## config.mk

```make
export PLATFORM = sky130hd
export DESIGN_NAME = cfg_mgmt_access_arb
export DESIGN_NICKNAME = d
export VERILOG_FILES = /design/src/rtl/cfg_mgmt_access_arb.sv
export SDC_FILE = /design/constraint.sdc
export NUM_CORES = 1
export LEC_CHECK = 0
export BUFFER_PORTS_ARGS = -buffer_cell sky130_fd_sc_hd__buf_2
export CAP_MARGIN = 5
export CORE_AREA = 2 2 133 135
export CTS_BUF_LIST = sky130_fd_sc_hd__clkbuf_16
export DETAILED_ROUTE_END_ITERATION = 10
export DIE_AREA = 0 0 135 137
export HOLD_SLACK_MARGIN = 0.15
export PLACE_DENSITY_LB_ADDON = 0.3
export SLEW_MARGIN = 10
export SYNTH_ARGS = -nofsm -noshare
export SYNTH_HDL_FRONTEND = slang
export SYNTH_SLANG_ARGS = --single-unit
```

## constraint.sdc

```tcl
create_clock -name user_clk -period 11.4 [get_ports user_clk]
set_clock_uncertainty 0.1 [all_clocks]
set_input_delay 2.28 -clock user_clk [delete_from_list [all_inputs] [get_ports user_clk]]
set_output_delay 2.28 -clock user_clk [all_outputs]
set_load 0.01 [all_outputs]
```

## src/rtl/cfg_mgmt_access_arb.sv

```systemverilog
// ---------------------------------------------------------------------------
// cfg_mgmt_access_arb
//
// Purpose: shares one PCIe core cfg_mgmt port between NUM_REQ requesters.
// Requests are granted round-robin. Each granted access drives one read or
// write strobe to the core and waits for cfg_mgmt_read_write_done, bounded
// by TIMEOUT_CYC cycles. A single-cycle response then goes back to the
// owning requester, followed by GAP_CYC idle cycles.
//
// Optional feature macro: CFG_MGMT_RETRY_EN
//   When it is defined, a timed-out access is retried up to MAX_RETRY times.
//   Between attempts the strobe is low for exactly one cycle. When it is
//   undefined, the first timeout is final.
//
// Ports:
//   user_clk, user_reset          clock and asynchronous active-high reset
//   req_valid/req_ready           per-channel request and one-cycle accept pulse
//   req_write/req_type1           per-channel access kind
//   req_addr/req_wdata/req_be     packed per-channel fields; channel i is
//                                 held at [i*W +: W]
//   rsp_valid/rsp_rdata/rsp_err   one-cycle response to the owning channel
//   cfg_mgmt_*                    core-side cfg_mgmt interface
//   busy                          high whenever the engine is not idle
//   timeout_count                 saturating count of final timeouts
// ---------------------------------------------------------------------------
module cfg_mgmt_access_arb #(
    parameter int NUM_REQ     = 4,
    parameter int ADDR_W      = 10,
    parameter int TIMEOUT_CYC = 256,
    parameter int GAP_CYC     = 2,
    parameter int MAX_RETRY   = 2
) (
    input  logic                      user_clk,
    input  logic                      user_reset,
    input  logic [NUM_REQ-1:0]        req_valid,
    output logic [NUM_REQ-1:0]        req_ready,
    input  logic [NUM_REQ-1:0]        req_write,
    input  logic [NUM_REQ-1:0]        req_type1,
    input  logic [NUM_REQ*ADDR_W-1:0] req_addr,
    input  logic [NUM_REQ*32-1:0]     req_wdata,
    input  logic [NUM_REQ*4-1:0]      req_be,
    output logic [NUM_REQ-1:0]        rsp_valid,
    output logic [31:0]               rsp_rdata,
    output logic                      rsp_err,
    output logic [ADDR_W-1:0]         cfg_mgmt_addr,
    output logic                      cfg_mgmt_write,
    output logic [31:0]               cfg_mgmt_write_data,
    output logic [3:0]                cfg_mgmt_byte_enable,
    output logic                      cfg_mgmt_read,
    output logic                      cfg_mgmt_type1_cfg_reg_access,
    input  logic [31:0]               cfg_mgmt_read_data,
    input  logic                      cfg_mgmt_read_write_done,
    output logic                      busy,
    output logic [15:0]               timeout_count
);

    localparam int PTR_W   = (NUM_REQ > 1) ? $clog2(NUM_REQ) : 1;
    localparam int CNT_W   = $clog2(TIMEOUT_CYC);
    localparam int GAP_W   = (GAP_CYC > 1) ? $clog2(GAP_CYC) : 1;
    localparam int RETRY_W = (MAX_RETRY > 0) ? $clog2(MAX_RETRY + 1) : 1;

    typedef enum logic [2:0] {S_IDLE, S_WAIT, S_RESP, S_GAP, S_RETRY} state_t;

    state_t            state_reg;
    logic [PTR_W-1:0]  rr_ptr_reg;   // first channel to search next time (last_grant+1)
    logic [PTR_W-1:0]  grant_reg;
    logic [CNT_W-1:0]  wait_cnt_reg;
    logic [GAP_W-1:0]  gap_cnt_reg;

    logic [ADDR_W-1:0] addr_ch  [NUM_REQ];
    logic [31:0]       wdata_ch [NUM_REQ];
    logic [3:0]        be_ch    [NUM_REQ];

    genvar gi;
    generate
        for (gi = 0; gi < NUM_REQ; gi++) begin : g_unpack
            assign addr_ch[gi]  = req_addr[gi*ADDR_W +: ADDR_W];
            assign wdata_ch[gi] = req_wdata[gi*32 +: 32];
            assign be_ch[gi]    = req_be[gi*4 +: 4];
        end
    endgenerate

    // Round-robin pick: scan from rr_ptr_reg upwards with wrap-around. The loop
    // runs backwards so that the match closest to the pointer is written last.
    logic [PTR_W-1:0] grant_idx;
    logic             grant_found;
    logic [PTR_W:0]   idx_wide;
    logic [PTR_W-1:0] idx;

    always_comb begin
        grant_idx   = '0;
        grant_found = 1'b0;
        idx_wide    = '0;
        idx         = '0;
        for (int i = NUM_REQ - 1; i >= 0; i--) begin
            idx_wide = {1'b0, rr_ptr_reg} + (PTR_W+1)'(i);
            if (idx_wide >= (PTR_W+1)'(NUM_REQ))
                idx_wide = idx_wide - (PTR_W+1)'(NUM_REQ);
            idx = idx_wide[PTR_W-1:0];
            if (req_valid[idx]) begin
                grant_idx   = idx;
                grant_found = 1'b1;
            end
        end
    end

    logic [PTR_W-1:0] next_ptr;
    assign next_ptr = (int'(grant_idx) == NUM_REQ - 1) ? '0 : grant_idx + 1'b1;

    logic accept;
    assign accept = (state_reg == S_IDLE) && grant_found && !user_reset;

    logic done_hit, timeout_hit, retry_left;
    assign done_hit    = (state_reg == S_WAIT) && cfg_mgmt_read_write_done;
    assign timeout_hit = (state_reg == S_WAIT) && !cfg_mgmt_read_write_done &&
                         (wait_cnt_reg == CNT_W'(TIMEOUT_CYC - 1));

`ifdef CFG_MGMT_RETRY_EN
    logic [RETRY_W-1:0] retry_cnt_reg;
    logic               op_write_reg;   // direction to re-assert on a retry

    assign retry_left = (retry_cnt_reg != RETRY_W'(MAX_RETRY));

    always_ff @(posedge user_clk or posedge user_reset) begin
        if (user_reset) begin
            retry_cnt_reg <= '0;
            op_write_reg  <= 1'b0;
        end else if (accept) begin
            retry_cnt_reg <= '0;
            op_write_reg  <= req_write[grant_idx];
        end else if (timeout_hit && retry_left) begin
            retry_cnt_reg <= retry_cnt_reg + 1'b1;
        end
    end
`else
    assign retry_left = 1'b0;
`endif

    // Accept and response pulses are decoded from the registered state and grant.
    always_comb begin
        req_ready = '0;
        rsp_valid = '0;
        if (accept)
            req_ready[grant_idx] = 1'b1;
        if (state_reg == S_RESP)
            rsp_valid[grant_reg] = 1'b1;
    end

    assign busy = (state_reg != S_IDLE);

    always_ff @(posedge user_clk or posedge user_reset) begin
        if (user_reset) begin
            state_reg                     <= S_IDLE;
            rr_ptr_reg                    <= '0;
            grant_reg                     <= '0;
            wait_cnt_reg                  <= '0;
            gap_cnt_reg                   <= '0;
            rsp_rdata                     <= '0;
            rsp_err                       <= 1'b0;
            cfg_mgmt_addr                 <= '0;
            cfg_mgmt_write                <= 1'b0;
            cfg_mgmt_write_data           <= '0;
            cfg_mgmt_byte_enable          <= '0;
            cfg_mgmt_read                 <= 1'b0;
            cfg_mgmt_type1_cfg_reg_access <= 1'b0;
            timeout_count                 <= '0;
        end else begin
            case (state_reg)
                S_IDLE: begin
                    if (grant_found) begin
                        grant_reg                     <= grant_idx;
                        rr_ptr_reg                    <= next_ptr;
                        cfg_mgmt_addr                 <= addr_ch[grant_idx];
                        cfg_mgmt_write_data           <= wdata_ch[grant_idx];
                        cfg_mgmt_byte_enable          <= be_ch[grant_idx];
                        cfg_mgmt_type1_cfg_reg_access <= req_type1[grant_idx];
                        cfg_mgmt_write                <= req_write[grant_idx];
                        cfg_mgmt_read                 <= !req_write[grant_idx];
                        wait_cnt_reg                  <= '0;
                        state_reg                     <= S_WAIT;
                    end
                end
                S_WAIT: begin
                    // done takes priority over a timeout seen in the same cycle
                    if (done_hit) begin
                        cfg_mgmt_write       <= 1'b0;
                        cfg_mgmt_read        <= 1'b0;
                        cfg_mgmt_addr        <= '0;
                        cfg_mgmt_byte_enable <= '0;
                        cfg_mgmt_write_data  <= '0;
                        rsp_rdata            <= cfg_mgmt_read ? cfg_mgmt_read_data : 32'd0;
                        rsp_err              <= 1'b0;
                        state_reg            <= S_RESP;
                    end else if (timeout_hit) begin
                        cfg_mgmt_write <= 1'b0;
                        cfg_mgmt_read  <= 1'b0;
                        wait_cnt_reg   <= '0;
                        if (retry_left) begin
                            // fields stay in place for the next attempt
                            state_reg <= S_RETRY;
                        end else begin
                            cfg_mgmt_addr        <= '0;
                            cfg_mgmt_byte_enable <= '0;
                            cfg_mgmt_write_data  <= '0;
                            rsp_rdata            <= 32'hFFFF_FFFF;
                            rsp_err              <= 1'b1;
                            if (timeout_count != 16'hFFFF)
                                timeout_count <= timeout_count + 16'd1;
                            state_reg <= S_RESP;
                        end
                    end else begin
                        wait_cnt_reg <= wait_cnt_reg + 1'b1;
                    end
                end
`ifdef CFG_MGMT_RETRY_EN
                S_RETRY: begin
                    cfg_mgmt_write <= op_write_reg;
                    cfg_mgmt_read  <= !op_write_reg;
                    wait_cnt_reg   <= '0;
                    state_reg      <= S_WAIT;
                end
`endif
                S_RESP: begin
                    gap_cnt_reg <= '0;
                    state_reg   <= (GAP_CYC == 0) ? S_IDLE : S_GAP;
                end
                S_GAP: begin
                    if (gap_cnt_reg == GAP_W'(GAP_CYC - 1))
                        state_reg <= S_IDLE;
                    else
                        gap_cnt_reg <= gap_cnt_reg + 1'b1;
                end
                default: state_reg <= S_IDLE;
            endcase
        end
    end

endmodule
```

==> results.py <==
metrics = {
    "outcome": {
        "outcome": "complete, no violations",
    },
    "floorplan": {
        "die-width_um": 135,
        "core_area_mm2": 0.01706,
        "die-height_um": 137,
        "initial_core_util_pct": 38.74,
        "pin_count": 338,
        "num_rows": 48,
        "die_area_mm2": 0.01850,
    },
    "yosys": {
        "async_reset_ff_share_pct": 100.0,
        "syn-cell-area_mm2": 0.006608,
        "avgSynthCellArea_um2": 9.101,
        "synth_top_area_share_pct": 42.79,
        "syn_nets": 968,
        "synth-seq-cells": 113,
        "synth.yosys.seq_area_share_pct": 42.79,
        "synthesized_netlist_cell_count": 726,
        "synth.distinct_cells": 56,
        "synth_warnings": 0,
        "synth_edf_count": 0,
        "yosys.area.top_type": "sky130_fd_sc_hd__dfrtp_1",
        "cell_types_with_the_largest_area_share_after_synthesis": "sky130_fd_sc_hd__dfrtp_1, sky130_fd_sc_hd__a211oi_1, sky130_fd_sc_hd__nand2_1",
        "ys.flop_type": "sky130_fd_sc_hd__dfrtp_1",
    },
    "route": {
        "vias_per_cell": 5.302,
        "antenna_left": 0,
        "drt_pass1_iterations": 5,
        "drt-initial-drc-count": 288,
        "detailroute.via_count": 6707,
        "drc": 0,
        "routed_wl_um": 21220,
        "dr_wl_cell_um": 16.77,
    },
    "setup_path": {
        "worst-endpoint-arrival_ns": 5.08,
        "worst-path-buf-inv": 4,
        "critical_path.max_fanout": 95,
        "worstSetupPathType": "in2out",
        "cpMostUsedCell": "sky130_fd_sc_hd__buf_2",
        "reg_to_reg_critical_path_endpoint": "cfg_mgmt_addr[8]$_DFFE_PP0P_",
        "timing.reg2reg.setup_slack_ns": 8.12,
        "worstSetupStartpointType": "primary input",
        "worst_path_max_delay_cell": "sky130_fd_sc_hd__or4b_4",
        "r2r_start": "rr_ptr_reg[0]$_DFFE_PP0P_",
        "path_cells": "buf_2 > nor2b_1 > or4b_4 > nand2_4 > inv_2 > buf_4 > ha_1 > and2_1 > buf_2",
        "worst_path_dominant_cell_family": "simple AND/OR/NAND/NOR gates",
        "reg2reg_depth": 7,
        "worstSetupEndpointType": "output pin",
        "crit_required_ns": 9.02,
        "critPathMaxStageDelay_ns": 0.74,
    },
    "final_layout": {
        "layout-drive-gt1-share_pct": 39.15,
        "final_common_cell": "sky130_fd_sc_hd__buf_2",
        "area_grow_syn2layout_pct": 35.33,
        "reg_top3": "cfg_mgmt_write_data (32), rsp_rdata (32), timeout_count (16)",
        "fill_cells": 1633,
        "most-common-layout-cells": "sky130_fd_sc_hd__buf_2, sky130_fd_sc_hd__dfrtp_1, sky130_fd_sc_hd__nand2_1",
        "final_net_count": 1266,
    },
    "global_route": {
        "grt_pass1_wl_um": 32800,
        "globalRoute.totalOverflow": 0,
        "groute.usage.overall_pct": 22.65,
        "antenna_found_initial": 3,
        "largest_net_degree_at_the_start_of_global_routing": 96,
        "grt_pass1_vias": 6423,
    },
    "clock_network": {
        "post_cts_sizing_count": 0,
        "cts-buffers-inserted": 17,
        "numClockSinks": 113,
        "later_pin_clock_latency_in_the_skew_report_ns": 0.40,
        "cts_post_setup_buffers_inserted": 0,
        "htree_num_levels": 4,
        "cts.path.max_buffers": 2,
        "clock_tree.root_cell": "sky130_fd_sc_hd__clkbuf_16",
        "cts_hold_buffers": 0,
        "clk_transition_reported_paths_ns": 0.05,
        "tritoncts": "yes",
    },
    "sta": {
        "min_period_over_period_pct": 65.47,
        "grt_setup_unrepaired": "false",
        "finalWorstPathRequiredPeriod_ns": 7.464,
        "fin_tns_setup_ns": 0,
        "tightest_slew_ns": 1.195,
        "max_clock_freq_mhz": 134.0,
        "number_of_endpoints_with_negative_hold_slack_in_the_final_report": 0,
        "setup_slack_ns": 3.936,
        "slew_headroom_pct": 20.36,
        "finalMaxSlewViolations": 0,
        "final_setup_vio_count": 0,
    },
    "pwr": {
        "cellPowerDensity_mw_per_mm2": 250.6,
        "power.leakage_uw": 0.004436,
        "vdd.ir_drop.worst_v": 0.0001112,
    },
    "place": {
        "place.detailed.hpwl_um": 14900,
        "place.gp.congestion": 0.8018,
        "port_buffers": 337,
        "place_ws_ns": 3.835,
    },
    "hold_path": {
        "cells_on_worst_hold_path": 2,
        "hold_path.startpoint": "cfg_mgmt_addr[1]$_DFFE_PP0P_",
        "min_path_type": "reg2reg",
        "whs_endpoint": "cfg_mgmt_addr[1]$_DFFE_PP0P_",
    },
    "run": {
        "drv.max_cap_violation_count": 0,
    },
}
logic make-up after synthesis:
group,synth area share [%]
DFF,42.79
adders and majority gates,2.083
muxes,0.8331
xor gates and xnor gates,1.723
buffers and inverters,5.624
and+or+nand+nor,18.10
AOI/OAI and AO/OA,28.84
metal layers:
layer  GRT usage [%]  routed length [µm]
met1           27.34                8771
met2           38.47               10440
met3           5.926                1522
met4           9.433                 484
met5               0                   0
power by group:
part	switching (µW)	total (µW)	internal, µW
clock network	192	533	341
logic	672	1070	398
registers	83.3	638	554
cell usage after synthesis, drive strengths merged (2+ instances only):
cell type  count
a22o           3
nor4           6
buf           20
a211o          2
a211oi        93
nand2        102
a31oi          2
inv           13
or2            3
o221ai         2
o211ai         2
xnor2          5
xor2           8
o41ai          2
nand3         12
nor2          49
dfrtp        113
and3          47
clkbuf        45
nand4          3
and2           5
a21boi        46
a21o           2
nor2b          5
ha            11
or4            2
o21ai         14
mux2           4
nor3           6
nand2b         2
a21oi         35
o31ai         50
o21a           2
worst reg2reg max path, cell delays in order (launching register included):
cell and delay [ns]:
sky130_fd_sc_hd__dfrtp_1 0.39, sky130_fd_sc_hd__nor2b_1 0.23, sky130_fd_sc_hd__or4b_4 0.74, sky130_fd_sc_hd__nand2_4 0.56
sky130_fd_sc_hd__inv_2 0.14, sky130_fd_sc_hd__buf_4 0.47, sky130_fd_sc_hd__a211oi_1 0.29, sky130_fd_sc_hd__o31ai_1 0.26
worst max path at each step:
stage / slack (ns) / end / cells after the start / from
2_1_floorplan: 5.34 / req_ready[0] / 7 / req_valid[2]
3_3_place_gp: 3.90 / req_ready[2] / 9 / req_valid[1]
3_5_place_dp: 3.83 / req_ready[2] / 9 / req_valid[1]
4_1_cts: 3.82 / req_ready[2] / 9 / req_valid[2]
5_1_grt: 3.56 / req_ready[0] / 9 / req_valid[2]
6_report: 3.94 / req_ready[2] / 9 / req_valid[2]
metrics by stage:
step	util, %	area [µm²]	instances	hold WS [ns]	power, µW
after global placement	48.83	8328	1229	0.3567	1708
after global routing	52.43	8942	1265	0.4002	2421
after detailed placement	48.83	8328	1229	0.3602	1725
after floorplan	-	6608	726	0.3450	1377
after CTS	52.30	8920	1261	0.3724	2266
final	52.43	8942	1265	0.3680	2241
area by class of cell:
type / count / area (µm²) / share of cell area (%)
clock buffer: 17 / 425.4 / 4.757
sequential: 113 / 2828 / 31.62
multi-input combinational: 535 / 3436 / 38.42
inverter: 13 / 51.30 / 0.5737
tap: 225 / 281.5 / 3.148
timing repair buffer: 344 / 1747 / 19.53
antenna: 3 / 7.507 / 0.08395
clock inverter: 15 / 166.4 / 1.861
Note: power is estimated with default switching activity, not from simulation.
